==> src/rtl/wb_pkg.sv <==
// Shared types and constants for the register-file write-back queue.
// Entry widths here must match the wb_queue AW/DW parameters.
package wb_pkg;
  localparam int WB_AW = 5;
  localparam int WB_DW = 64;
  localparam logic [4:0] XZR_ADDR = 5'd31;

  typedef struct packed {
    logic [WB_AW-1:0] wa;
    logic [WB_DW-1:0] wd;
  } wb_entry_t;

  function automatic int occ_width(input int depth);
    return $clog2(depth) + 1;
  endfunction
endpackage

==> src/rtl/wb_lookup.sv <==
// Youngest-first match of look_ra against the pending write-back entries.
module wb_lookup
  import wb_pkg::*;
#(
  parameter int DEPTH = 4,
  parameter int PW    = $clog2(DEPTH)
) (
  input  wb_entry_t              entries [DEPTH],
  input  logic [DEPTH-1:0]       valid,
  input  logic [PW-1:0]          head,
  input  logic [PW-1:0]          tail,
  input  logic [WB_AW-1:0]       look_ra,
  output logic                   look_hit,
  output logic [WB_DW-1:0]       look_data
);

  // Walk from tail-1 back towards head; the first valid match is the youngest.
  always_comb begin
    logic [PW-1:0] idx;
    logic          done;
    look_hit  = 1'b0;
    look_data = '0;
    done      = 1'b0;
    idx       = '0;
    for (int k = 0; k < DEPTH; k++) begin
      idx = tail - PW'(k) - PW'(1);
      if (!done && valid[idx] && (entries[idx].wa == look_ra) && (look_ra != XZR_ADDR)) begin
        look_hit  = 1'b1;
        look_data = entries[idx].wd;
        done      = 1'b1;
      end
      if (idx == head) done = 1'b1;
    end
  end

endmodule

==> src/rtl/wb_queue.sv <==
// In-order write-back queue in front of the register file write port.
// Build macro WB_BYPASS_EN enables the pending-value lookup; otherwise look_* are tied to 0.
module wb_queue
  import wb_pkg::*;
#(
  parameter int DEPTH = 4,
  parameter int DW    = WB_DW,
  parameter int AW    = WB_AW
) (
  input  logic                   clk,
  input  logic                   reset,
  input  logic                   in_valid,
  output logic                   in_ready,
  input  logic [AW-1:0]          in_wa,
  input  logic [DW-1:0]          in_wd,
  input  logic                   port_busy,
  output logic                   we3,
  output logic [AW-1:0]          wa3,
  output logic [DW-1:0]          wd3,
  input  logic [AW-1:0]          look_ra,
  output logic                   look_hit,
  output logic [DW-1:0]          look_data,
  output logic [$clog2(DEPTH):0] count
);

  localparam int PW = $clog2(DEPTH);
  localparam int CW = occ_width(DEPTH);

  wb_entry_t      r_mem [DEPTH];
  logic [PW-1:0]  r_head;
  logic [PW-1:0]  r_tail;
  logic [CW-1:0]  r_count;
  logic           w_push;
  logic           w_pop;
  logic           w_nonempty;

  // Ready depends only on occupancy, so there is no path from in_valid.
  assign in_ready   = (r_count != CW'(DEPTH));
  assign w_nonempty = (r_count != '0);
  assign w_push     = in_valid && in_ready && (in_wa != AW'(XZR_ADDR));
  assign w_pop      = w_nonempty && !port_busy;

  assign we3   = w_pop;
  assign wa3   = w_nonempty ? r_mem[r_head].wa : '0;
  assign wd3   = w_nonempty ? r_mem[r_head].wd : '0;
  assign count = r_count;

  always_ff @(posedge clk) begin
    if (reset) begin
      r_head  <= '0;
      r_tail  <= '0;
      r_count <= '0;
    end else begin
      if (w_push) r_tail <= r_tail + PW'(1);
      if (w_pop)  r_head <= r_head + PW'(1);
      case ({w_push, w_pop})
        2'b10:   r_count <= r_count + CW'(1);
        2'b01:   r_count <= r_count - CW'(1);
        default: r_count <= r_count;
      endcase
    end
  end

  // Entry storage carries no reset; only the pointers define what is valid.
  always_ff @(posedge clk) begin
    if (!reset && w_push) r_mem[r_tail] <= {in_wa, in_wd};
  end

`ifdef WB_BYPASS_EN
  logic [DEPTH-1:0] w_valid;

  always_comb begin
    w_valid = '0;
    for (int i = 0; i < DEPTH; i++) begin
      w_valid[i] = ({1'b0, PW'(i) - r_head} < r_count);
    end
  end

  wb_lookup #(.DEPTH(DEPTH), .PW(PW)) u_lookup (
    .entries   (r_mem),
    .valid     (w_valid),
    .head      (r_head),
    .tail      (r_tail),
    .look_ra   (look_ra),
    .look_hit  (look_hit),
    .look_data (look_data)
  );
`else
  logic w_unused_look;
  assign w_unused_look = ^look_ra;
  assign look_hit      = 1'b0;
  assign look_data     = '0;
`endif

endmodule

==> config.mk <==
export PLATFORM = sky130hd
export DESIGN_NAME = wb_queue
export DESIGN_NICKNAME = d
export VERILOG_FILES = /design/src/rtl/wb_pkg.sv /design/src/rtl/wb_lookup.sv /design/src/rtl/wb_queue.sv
export SDC_FILE = /design/constraint.sdc
export NUM_CORES = 1
export LEC_CHECK = 0
export CAP_MARGIN = 15
export CORE_MARGIN = 10
export CORE_UTILIZATION = 52
export DETAILED_ROUTE_END_ITERATION = 6
export GPL_ROUTABILITY_DRIVEN = 0
export HOLD_SLACK_MARGIN = 0.02
export PLACE_DENSITY = 0.8
export SLEW_MARGIN = 30
export SYNTH_ARGS = -nofsm -noshare
export SYNTH_HDL_FRONTEND = slang
export SYNTH_SLANG_ARGS = --single-unit
==> constraint.sdc <==
create_clock -name clk -period 8.9 [get_ports clk]
set_clock_uncertainty 0.15 [all_clocks]
set_input_delay 1.78 -clock clk [delete_from_list [all_inputs] [get_ports clk]]
set_output_delay 1.78 -clock clk [all_outputs]
set_load 0.05 [all_outputs]
==> results of run 1 <==
layer usage:
metal / wire (um) / GRT usage / share of wire
met1: 8650 / 0.191 / 0.39
met2: 11300 / 0.267 / 0.50
met3: 2200 / 0.0559 / 0.098
met4: 295 / 0.0291 / 0.013
met5: 0 / 0 / 0
Yosys cell counts:
cell type | count | area (sq um)
fa_1 | 1 | 20.0
nor3_1 | 1 | 5.00
or4_1 | 1 | 7.51
o211a_1 | 1 | 10.0
o31ai_1 | 1 | 7.51
mux4_2 | 69 | 1550
buf_2 | 4 | 20.0
mux2i_1 | 1 | 10.0
a21oi_1 | 5 | 25.0
buf_6 | 1 | 11.3
edfxtp_1 | 276 | 8290
or3b_2 | 1 | 8.76
nand2b_1 | 2 | 12.5
nand3_1 | 1 | 5.00
ha_1 | 5 | 62.6
nor3b_1 | 4 | 30.0
conb_1 | 1 | 3.75
buf_8 | 1 | 15.0
o21ai_0 | 2 | 10.0
or3_1 | 2 | 12.5
xor2_1 | 2 | 17.5
mux2_2 | 1 | 11.3
clkbuf_1 | 14 | 52.6
nor2b_1 | 69 | 432
dfxtp_1 | 9 | 180
nor2_1 | 6 | 22.5
inv_1 | 7 | 26.3
buf_4 | 70 | 526
nand2_1 | 1 | 3.75
tightest hold or removal path, stage by stage (launching register included):
cell     delay (ns)
dfxtp_1        0.31
o31ai_1        0.06
a21oi_1        0.07
cells by family after synthesis:
logic type / Yosys count / share of synthesized area
simple gates: 88 / 0.0473
mux: 71 / 0.138
buf+inv: 97 / 0.0571
other cells: 1 / 0.000329
fa+ha+maj: 6 / 0.00725
compound gates: 9 / 0.00461
flops: 285 / 0.743
xor+xnor: 2 / 0.00154
final timing paths:
path | start | depth (start not counted) | slack, ns | endpoint
setup / recovery | port_busy | 3 | 3.53 | we3
hold / removal | r_head[1]$_SDFFE_PP0P_ | 2 | 0.33 | flip-flop
hold reg to reg | r_head[1]$_SDFFE_PP0P_ | 2 | 0.33 | flip-flop
setup reg to reg | count[2]$_SDFFE_PP0P_ | 9 | 5.88 | count[2]$_SDFFE_PP0P_
registers in the layout, indices dropped and copies added, names as in the netlist, named ones only:
name / count
r_mem: 276
count: 3
r_head: 2
r_tail: 2
cell type report:
class / instances / share of cell area
flip-flops and latches: 285 / 0.617
clock inverters: 10 / 0.00273
well taps: 280 / 0.0255
inverters: 7 / 0.00191
repair buffers: 158 / 0.114
multi-input cells: 241 / 0.185
clock buffers: 36 / 0.0547
stage by stage:
stage	power, W	setup WS [ns]	utilization	cell area, sq um
detailed placement	0.00341	3.57	0.597	13000
finish	0.00440	3.53	0.634	13700
global placement	0.00339	3.58	0.596	12900
floorplan	0.00288	0.976	-	11600
CTS	0.00445	3.27	0.634	13700
global route	0.00458	3.35	0.634	13700
report_power, final:
group / internal, W / leakage [nW] / switching (W) / total (W)
registers: 0.00155 / 2.58 / 0.0000589 / 0.00161
clock network: 0.000585 / 0.381 / 0.000442 / 0.00103
logic: 0.000605 / 1.45 / 0.00115 / 0.00176
==> summary.md, run 1 <==
| Metric | Value |
|---|---|
| CP max-delay cell | `clkdlybuf4s50_1` |
| Critical Path AT | `3.44 ns` |
| CP startpoint kind | `primary input` |
| Kind of critical path | `primary input to primary output` |
| Post-Syn Area | `0.0114 sq mm` |
| Die height | `168 um` |
| CP top delay family | `buffers and inverters` |
| HP Class | `flip-flop to flip-flop` |
| Vias | `5464` |
| Seq cells post-synth | `285` |
| Setup crit end kind | `primary output` |
| Sink Count | `285` |
| Clock Path Buffers | `3` |
| Post-Syn Instances | `559` |
| Fmax | `186 MHz` |
| Antenna diodes | `0` |
| Port bufs | `146` |
| Area grow syn2layout | `20.7%` |
| Crit path max fanout | `5` |
| Layout cells sized above 1 | `0.161` |
| Placed Cells | `971` |
| Vias in the first global route | `6139` |
| Largest net degree at the start of global routing | `58` |
| Post-CTS Hold Buffers | `0` |
| Most frequent cells in the layout | `edfxtp_1, clkdlybuf4s50_1, mux4_2, nor2b_1, conb_1` |
| Initial core utilization | `0.525` |
| Area of the multi-input gates | `0.00254 sq mm` |
| DRT antenna net count | `0` |
| I/O Pins | `217` |
| Yosys warns | `0` |
| First-pass GRT wire length | `35.5 mm` |
| Final global-route overflow total | `0` |
| Final non-filler cell total | `1017` |
| Clock Pin Slew Worst Setup and Hold Paths | `0.06 ns` |
| Initial antenna violation count | `0` |
| First-pass DRT Iterations | `4` |
| Htree depth | `1` |
| Root buf cell | `clkbuf_16` |
| Final wirelength | `22.4 mm` |
| RSZ-0062 raised after global routing | `no` |
| Full die area | `0.0282 sq mm` |
| Final min period | `5.37 ns` |
| Pins Over Slew Limit | `0` |
| Pwr dens | `320 mW/mm^2` |
| Clock latency on the worst-skew pair | `0.52 ns` |
| Worst path cell trace | `clkdlybuf4s50_1 -> nor2_1 -> clkdlybuf4s50_1` |
| Filler cells | `1483` |
| Hold Slack | `0.330 ns` |
| CP max stage delay | `0.86 ns` |
| Actual slew at the worst max-slew pin | `0.781 ns` |
| DRC viols | `0` |
| DRT iter0 DRCs | `345` |
| Site row count | `54` |
| Most Frequent Cell on Critical Path | `clkdlybuf4s50_1` |
| Postcts setup bufs | `0` |
| Vias per cell | `5.37` |
| TritonCTS clock tree | `done` |
| Post-CTS sizing | `0` |
| Core area | `0.0217 sq mm` |
| Final nets | `805` |
| Cell variety after synth | `29` |
| Leak pwr | `4.41 nW` |
| Commonest non-fill, non-tap cell in the layout | `edfxtp_1` |
| WP data required | `6.97 ns` |
| GRT Util Overall | `0.157` |
| Setup TNS | `0 ns` |
| Die Width | `168 um` |
| Final Hold Viols | `0` |
| FF/Latch Area | `0.00848 sq mm` |
| Period Utilization, post-route | `0.603` |
| Final setup fails | `0` |
| Status | `finished clean` |
| Sequential area share after synthesis | `0.743` |
| Total CTS buffers | `28` |
| Mean post-synth cell area | `20.4 sq um` |
| Worst path buffer plus inverter count | `2` |
| Worst vdd ir | `254 uV` |
| Max cap viols | `0` |
| Slew margin rel. | `0.479` |
| DR WL/cell | `22.0 um` |
| Dpl hpwl | `14.1 mm` |
Note: power is estimated with default switching activity, not from simulation.
==> run 2: changes to the inputs <==
==> constraint.sdc (replaced) <==
create_clock -name clk -period 5.5 [get_ports clk]
set_clock_uncertainty 0.15 [all_clocks]
set_input_delay 1.1 -clock clk [delete_from_list [all_inputs] [get_ports clk]]
set_output_delay 1.1 -clock clk [all_outputs]
set_load 0.05 [all_outputs]
==> run 2 against run 1 <==
Net effect:
- hold slack better by 0.0013 ns
- sequential power grew 61%
- largest power group unchanged
- critical path depth rose by 1
- critical endpoint is now wd3[52]
- worst setup slack worse by 2.3 ns
- clock-buffer cell count increased by 2
- die area unchanged
- first-iteration DRC count rose by 7.2%
- via count down 0.57%
- power grew 63%
- non-clock buffer count up 1
==> summary.md, run 2 (same netlist as run 1, synthesis figures left out) <==
| Metric | Value |
|---|---|
| Status | `finished clean` |
| Seq pwr share | `0.360` |
| GRT Util Overall | `0.157` |
| Final Hold Viols | `0` |
| I/O Pins | `217` |
| Final Cell Area | `0.0138 sq mm` |
| Worst vdd ir | `405 uV` |
| Setup crit end kind | `primary output` |
| Dpl hpwl | `14.1 mm` |
| Most frequent cells in the layout | `edfxtp_1, clkdlybuf4s50_1, mux4_2, nor2b_1, conb_1` |
| Port bufs | `146` |
| DR WL/cell | `21.6 um` |
| Critical Path AT | `2.99 ns` |
| Total CTS buffers | `28` |
| First-pass DRT Iterations | `5` |
| Initial core utilization | `0.525` |
| Clock latency on the worst-skew pair | `0.52 ns` |
| Leak pwr | `4.45 nW` |
| Slew margin rel. | `0.619` |
| Kind of critical path | `flip-flop to primary output` |
| DRT iter0 DRCs | `370` |
| Period Utilization, post-route | `0.772` |
| DRT antenna net count | `0` |
| Vias | `5433` |
| Full die area | `0.0282 sq mm` |
| DRC viols | `0` |
| Fmax | `236 MHz` |
| Area grow syn2layout | `21.3%` |
| TritonCTS clock tree | `done` |
| RSZ-0062 raised after global routing | `no` |
| Switching share of total power | `0.372` |
| CP startpoint kind | `flip-flop` |
| Max cap viols | `0` |
| Clock power share | `0.240` |
| Clock Pin Slew Worst Setup and Hold Paths | `0.06 ns` |
| Final nets | `806` |
| GR met1 Demand/Resource | `0.187` |
| Largest reg by FF count | `r_mem` |
| Initial antenna violation count | `2` |
| Met3 Use GR | `0.0575` |
| HP Class | `flip-flop to flip-flop` |
| Root buf cell | `clkbuf_16` |
| Final Power | `0.00718 W` |
| Logic pwr share | `0.400` |
| Layout cells sized above 1 | `0.171` |
| Die Width | `168 um` |
| Final global-route overflow total | `0` |
| Largest net degree at the start of global routing | `43` |
| Filler cells | `1479` |
| Internal power | `0.00451 W` |
| Final wirelength | `22.1 mm` |
| Vias in the first global route | `6199` |
| Clock Path Buffers | `3` |
| Final setup fails | `0` |
| WP data required | `4.25 ns` |
| Site row count | `54` |
| Postcts setup bufs | `0` |
| Die height | `168 um` |
| Final min period | `4.24 ns` |
| Busiest grt layer | `met2` |
| Crit path max fanout | `23` |
| GR Util met2 | `0.266` |
| Commonest non-fill, non-tap cell in the layout | `edfxtp_1` |
| Sink Count | `285` |
| Core area | `0.0217 sq mm` |
| DP Area | `0.0130 sq mm` |
| First-pass GRT wire length | `35.5 mm` |
| Actual slew at the worst max-slew pin | `0.572 ns` |
| Pins Over Slew Limit | `0` |
| Post-CTS sizing | `0` |
| Max reg flops | `276` |
| Post-CTS Hold Buffers | `0` |
| Vias per cell | `5.32` |
| P_sw | `0.00267 W` |
| Htree depth | `1` |
| Pwr dens | `520 mW/mm^2` |
run 2: final cells by class:
type	count	area [sq um]	share of cell area
antenna	1	2.50	0.000181
clock buffer	38	759	0.0550
clock inverter	11	75.1	0.00543
inverter	7	26.3	0.00190
multi-input combinational	241	2540	0.184
sequential	285	8480	0.613
tap	280	350	0.0254
timing repair buffer	159	1590	0.115
run 2: layer usage:
layer	vias to the layer above	wire length (um)
met5	-	0
met3	33	2150
li1	2383	-
met2	230	11200
met1	2787	8380
met4	0	383
run 2: power by group through the flow:
stage          sequential [W]  combinational [W]  clock (W)
2_1_floorplan         0.00263            0.00204          0
3_3_place_gp          0.00264            0.00287          0
3_5_place_dp          0.00263            0.00291          0
4_1_cts               0.00259            0.00293    0.00177
5_1_grt               0.00260            0.00303    0.00186
6_report              0.00259            0.00287    0.00172
run 2: worst paths after layout:
| path | startpoint | endpoint | slack (ns) | depth (start not counted) |
|---|---|---|---|---|
| max reg2reg | count[2]$_SDFFE_PP0P_ | count[2]$_SDFFE_PP0P_ | 2.68 | 9 |
| max | flip-flop | wd3[52] | 1.26 | 4 |
| min | r_head[1]$_SDFFE_PP0P_ | flip-flop | 0.33 | 2 |
| min reg2reg | r_head[1]$_SDFFE_PP0P_ | flip-flop | 0.33 | 2 |
run 2: metrics by stage:
stage | instances | setup TNS (ns) | hold WS [ns] | worst slack (ns) | utilization
3_3_place_gp | 971 | 0 | 0.302 | 1.55 | 0.597
5_1_grt | 1022 | 0 | 0.361 | 1.07 | 0.637
2_1_floorplan | 623 | -481.40 | 0.303 | -1.74 | -
3_5_place_dp | 972 | 0 | 0.328 | 1.58 | 0.598
4_1_cts | 1021 | 0 | 0.337 | 1.16 | 0.637
6_report | 1022 | 0 | 0.331 | 1.26 | 0.637
run 2: worst max-delay path, stage by stage, from the launching register on:
cell	delay (ns)
dfxtp_4	0.52
buf_4	0.48
mux4_2	0.55
nor2b_1	0.16
clkdlybuf4s50_1	0.75
==> RTL edit 1 (flow settings as in run 2) <==
Put one more register stage on the output `count`. The value now appears one clock later. The other outputs are not delayed to match.
--- a/src/rtl/wb_queue.sv
+++ b/src/rtl/wb_queue.sv
@@ -45,3 +45,5 @@
   assign wd3   = w_nonempty ? r_mem[r_head].wd : '0;
-  assign count = r_count;
+  always_ff @(posedge clk) begin
+    count <= r_count;
+  end
 
Behaviour: not the same (Yosys sat finds a counterexample within 4 cycles, from zero or initial values and one cycle with reset high).
==> RTL edit 1 against run 2 <==
  * Power grew 3.0%
  * First-iteration DRC count down 19%
  * Area after synthesis increased by 0.53%
  * Global-route usage grew 0.11 points
  * Wire length rose by 2.4%
  * Core utilization rose by 0.57 points
  * Cell area grew 1.2%
  * Worst setup slack got worse by 0.17 ns
  * Sequential cell count grew 3
  * Largest power group unchanged
==> RTL edit 1: results <==
[power_and_ir_drop]
power.leakage_nw = 4.52
ir_drop_mv = 0.504
switchingPower_mw = 2.75

[yosys]
synthAdderAreaFrac_pct = 0.721
synthTopCellsByArea = edfxtp_1 (72%), mux4_2 (14%), buf_4 (4.6%)
synth-edff-count = 276
ys_top_cells_by_count = edfxtp_1 (276), buf_4 (70), mux4_2 (69), nor2b_1 (69), clkbuf_1 (14)
ys_seq_area_share_pct = 74.5
synth-compound-area-share_pct = 0.459
synthMuxAreaShare_pct = 13.8
synth_xor_area_share_pct = 0.153
syn_inst = 562
yosys_warnings = 0

[critical_path]
slowest_stage = dfxtp_4
cp_max_fo = 36
cp.arrival_ns = 3.17
max_stage_delay_ns = 0.86

[layout]
area_growth_pct = 22.1
fin_cells = 1028
finalNetCount = 810
nFillCells = 1478
drive_gt1_share_pct = 18.7
diodes = 0

[placement]
placed_cell_area_um2 = 13000
dp_hpwl_um = 14000
placedCellCount = 975
pre_cts_slack_ns = 1.53

[cts]
cts_setup_buffers = 0
cts-buffers-inserted = 29

[hold_path]
min_path_type = register to register

[grt]
grt_pass1_vias = 6009
grt_max_degree = 70
grt_pass1_wl_um = 35300
grt.total_usage_pct = 15.8
antenna_found_initial = 1

[drt]
vias_per_cell = 5.25
first_pass_iters = 4
drt_iter0_markers = 300
wl_per_cell_um = 22.0

[outcome]
status = finished, final reports clean

[sta]
max_slew_margin_pct = 48.5
## RTL edit 1: final timing paths
check	slack [ns]	startpoint	to	cells after the start
setup / recovery	1.08	register	wd3[47]	4
hold / removal	0.28	r_count[1]$_SDFFE_PP0P_	count[1]$_DFF_P_	0
setup reg to reg	2.63	r_count[2]$_SDFFE_PP0P_	r_count[2]$_SDFFE_PP0P_	9
hold reg to reg	0.28	r_count[1]$_SDFFE_PP0P_	count[1]$_DFF_P_	0
## RTL edit 1: cell type report
| class | instances | area share (%) |
|---|---|---|
| Clock buffer | 30 | 5.22 |
| Clock inverter | 23 | 1.50 |
| Inverter | 7 | 0.188 |
| Multi-Input combinational cell | 241 | 18.1 |
| Sequential cell | 288 | 61.0 |
| Tap cell | 280 | 2.51 |
| Timing Repair Buffer | 159 | 11.4 |
## RTL edit 1: cell families (layout without fill, tap and decap cells)
logic type	count (synthesis)	count (layout)
other	1	65
adder cells (fa/ha/maj)	6	6
XOR/XNOR	2	2
buffers and inverters	97	219
AND/OR/NAND/NOR	88	88
flip-flops	288	288
AO/OA/AOI/OAI	9	9
multiplexers	71	71
## RTL edit 1: per-layer routing
metal | wire length, um | GRT usage, % | vias up
met2 | 11600 | 27.1 | 230
met5 | 13 | 0 | -
met1 | 8530 | 18.7 | 2736
met3 | 2160 | 5.82 | 32
met4 | 323 | 3.33 | 2
li1 | - | - | 2400
## RTL edit 1: critical path, delay by kind of cell (launching register included)
| kind | cells | cell delay (ns) |
|---|---|---|
| buffers and inverters | 2 | 1.08 |
| flip-flops | 1 | 0.86 |
| multiplexers | 1 | 0.52 |
| AND/OR/NAND/NOR | 1 | 0.17 |
## RTL edit 1: power groups by stage
stage / Clock (mW) / Sequential, mW / Combinational, mW
floorplan: 0 / 2.66 / 2.04
global placement: 0 / 2.72 / 2.82
detailed placement: 0 / 2.72 / 2.87
CTS: 1.94 / 2.67 / 2.88
global route: 2.04 / 2.68 / 2.99
finish: 1.89 / 2.66 / 2.84
## RTL edit 1: stage by stage
stage / hold WS [ns] / power (mW)
final: 0.279 / 7.40
after floorplan: 0.215 / 4.70
after global routing: 0.297 / 7.72
after detailed placement: 0.263 / 5.58
after CTS: 0.278 / 7.50
after global placement: 0.257 / 5.54
==> RTL edit 2 (settings of run 2) <==
Made on the original files. `WB_DW`: 64 -> 56.
--- a/src/rtl/wb_pkg.sv
+++ b/src/rtl/wb_pkg.sv
@@ -4,3 +4,3 @@
   localparam int WB_AW = 5;
-  localparam int WB_DW = 64;
+  localparam int WB_DW = 56;
   localparam logic [4:0] XZR_ADDR = 5'd31;
Ports: changed (resized in_wd, look_data and wd3); port bits go from 217 to 193. The function was not compared with the original's and may differ.
==> RTL edit 2 against run 2 <==
  * Critical path depth unchanged
  * Combinational power down 12%
  * Sequential cell count is 32 lower
  * Worst setup slack lost 0.085 ns
  * Power fell by 7.8%
  * Area after synthesis shrank 11%
  * Cell area shrank 10%
  * Global-route usage shrank 0.77 points
  * Fmax decreased by 2.0%
  * Non-clock buffer count shrank 17
  * Wire length fell by 12%
  * Critical path type unchanged
  * Critical endpoint is now wd3[55]
  * Largest cell class unchanged
  * Largest power group unchanged
  * Highest routed layer is now met5
==> RTL edit 2: results <==
[grt]
met2_usage_pct = 26.0
grt.total_usage_pct = 14.9
grt_max_degree = 62
use_met3_pct = 6.17
grt.met1_usage_pct = 17.0
antenna_found_initial = 2
grt_pass1_vias = 5336
grt_pass1_wl_um = 30300

[hold_path]
min_path_type = register to register
hp-start = r_head[1]$_SDFFE_PP0P_

[layout]
drive_gt1_share_pct = 17.8
nFillCells = 1306
largest_register_ffs = 244
finalNetCount = 723
largest_register = r_mem

[drt]
via_count = 4793
drt_iter0_markers = 207
postRouteWirelength_um = 19500
first_pass_iters = 4

[outcome]
status = finished, final reports clean

[yosys]
ys_types = 28
synth_ff_type = edfxtp_1
synthTopCellsByArea = edfxtp_1 (72%), mux4_2 (14%), buf_4 (4.2%)
ys_seq_area_share_pct = 74.0
ys_top_cells_by_count = edfxtp_1 (244), mux4_2 (61), nor2b_1 (61)
synth-async-reset-ratio_pct = 0
synth-edff-count = 244
yosys_warnings = 0

[placement]
dp_hpwl_um = 12200
portBuffers = 130
placed_cell_area_um2 = 11600

[cts]
clockRootBuffer = clkbuf_16
clock_tree.buffer_depth = 3
cts-buffers-inserted = 26
cts_resized = 0
htree_levels = 1
clk_pin_slew_ns = 0.06
cts_setup_buffers = 0
clk_latency_ns = 0.51

[power_and_ir_drop]
ir_drop_mv = 0.502
power.leakage_nw = 4.01

[critical_path]
critPathKind = register to output port
worstReg2RegStart = count[2]$_SDFFE_PP0P_
cp.arrival_ns = 3.08
slowest_stage = dfxtp_4
max_stage_delay_ns = 0.75
cpLargestDelayFamily = buffers and inverters
cp_max_fo = 32

[sta]
tightest_slew_ns = 0.932
## RTL edit 2: changes by cell type in the layout (fill, tap and decap cells not counted), sizes merged, moves of 2 or more
cell	change
mux4	-8
clkbuf	-4
clkinvlp	+2
edfxtp	-32
clkinv	-2
conb	-8
nor2b	-8
bufinv	+3
clkdlybuf4s50	-16
## RTL edit 2: cell families after synthesis
family	count (synthesis)	share of synthesized area, %
XOR/XNOR	2	0.173
AND/OR/NAND/NOR	80	4.82
flip-flops	253	74.0
other	1	0.0370
buffers and inverters	86	5.89
AO/OA/AOI/OAI	9	0.518
multiplexers	63	13.8
adder cells (fa/ha/maj)	6	0.814
## RTL edit 2: metal layers
metal,up-vias,part of all wire [%]
met4,2,1.3
met1,2447,38
li1,2140,-
met5,-,0.087
met2,177,51
met3,27,9.7
## RTL edit 2: worst paths after layout
path	slack [ns]	end	cells after the start
hold / removal	0.34	register	2
setup / recovery	1.17	wd3[55]	4
setup reg to reg	2.77	count[2]$_SDFFE_PP0P_	9
hold reg to reg	0.34	register	2
## RTL edit 2: power by group
group	switching [mW]	total (mW)	internal, mW
Clock	0.682	1.77	1.09
Sequential	0.106	2.34	2.23
Combinational	1.64	2.52	0.880
Total	2.42	6.62	4.20
## RTL edit 2: worst register-to-register path, stage by stage (launching register included)
cell,delay [ns]
dfxtp_1,0.42
or3b_1,0.39
o211a_2,0.17
inv_1,0.23
ha_1,0.24
inv_1,0.06
fa_1,0.37
xor2_1,0.16
or3_1,0.32
a21oi_1,0.14
## RTL edit 2: stage by stage
stage                     setup TNS, ns  hold WS [ns]  util (%)  setup slack, ns  std cells
final                                 0         0.344      64.3             1.17        933
after global routing                  0         0.371      64.3            0.961        932
after floorplan                 -309.32         0.303         -            -1.27        556
after detailed placement              0         0.326      59.7             1.64        884
after global placement                0         0.301      59.7             1.62        884
after CTS                             0         0.340      64.3             1.08        932
## RTL edit 2: area by class of cell
| cell class | count | share of cell area (%) |
|---|---|---|
| diodes | 1 | 0.0201 |
| well taps | 265 | 2.67 |
| repair buffers | 142 | 11.3 |
| clock buffers | 34 | 5.65 |
| clock inverters | 14 | 1.41 |
| inverters | 7 | 0.211 |
| multi-input cells | 217 | 18.3 |
| flip-flops and latches | 253 | 60.4 |
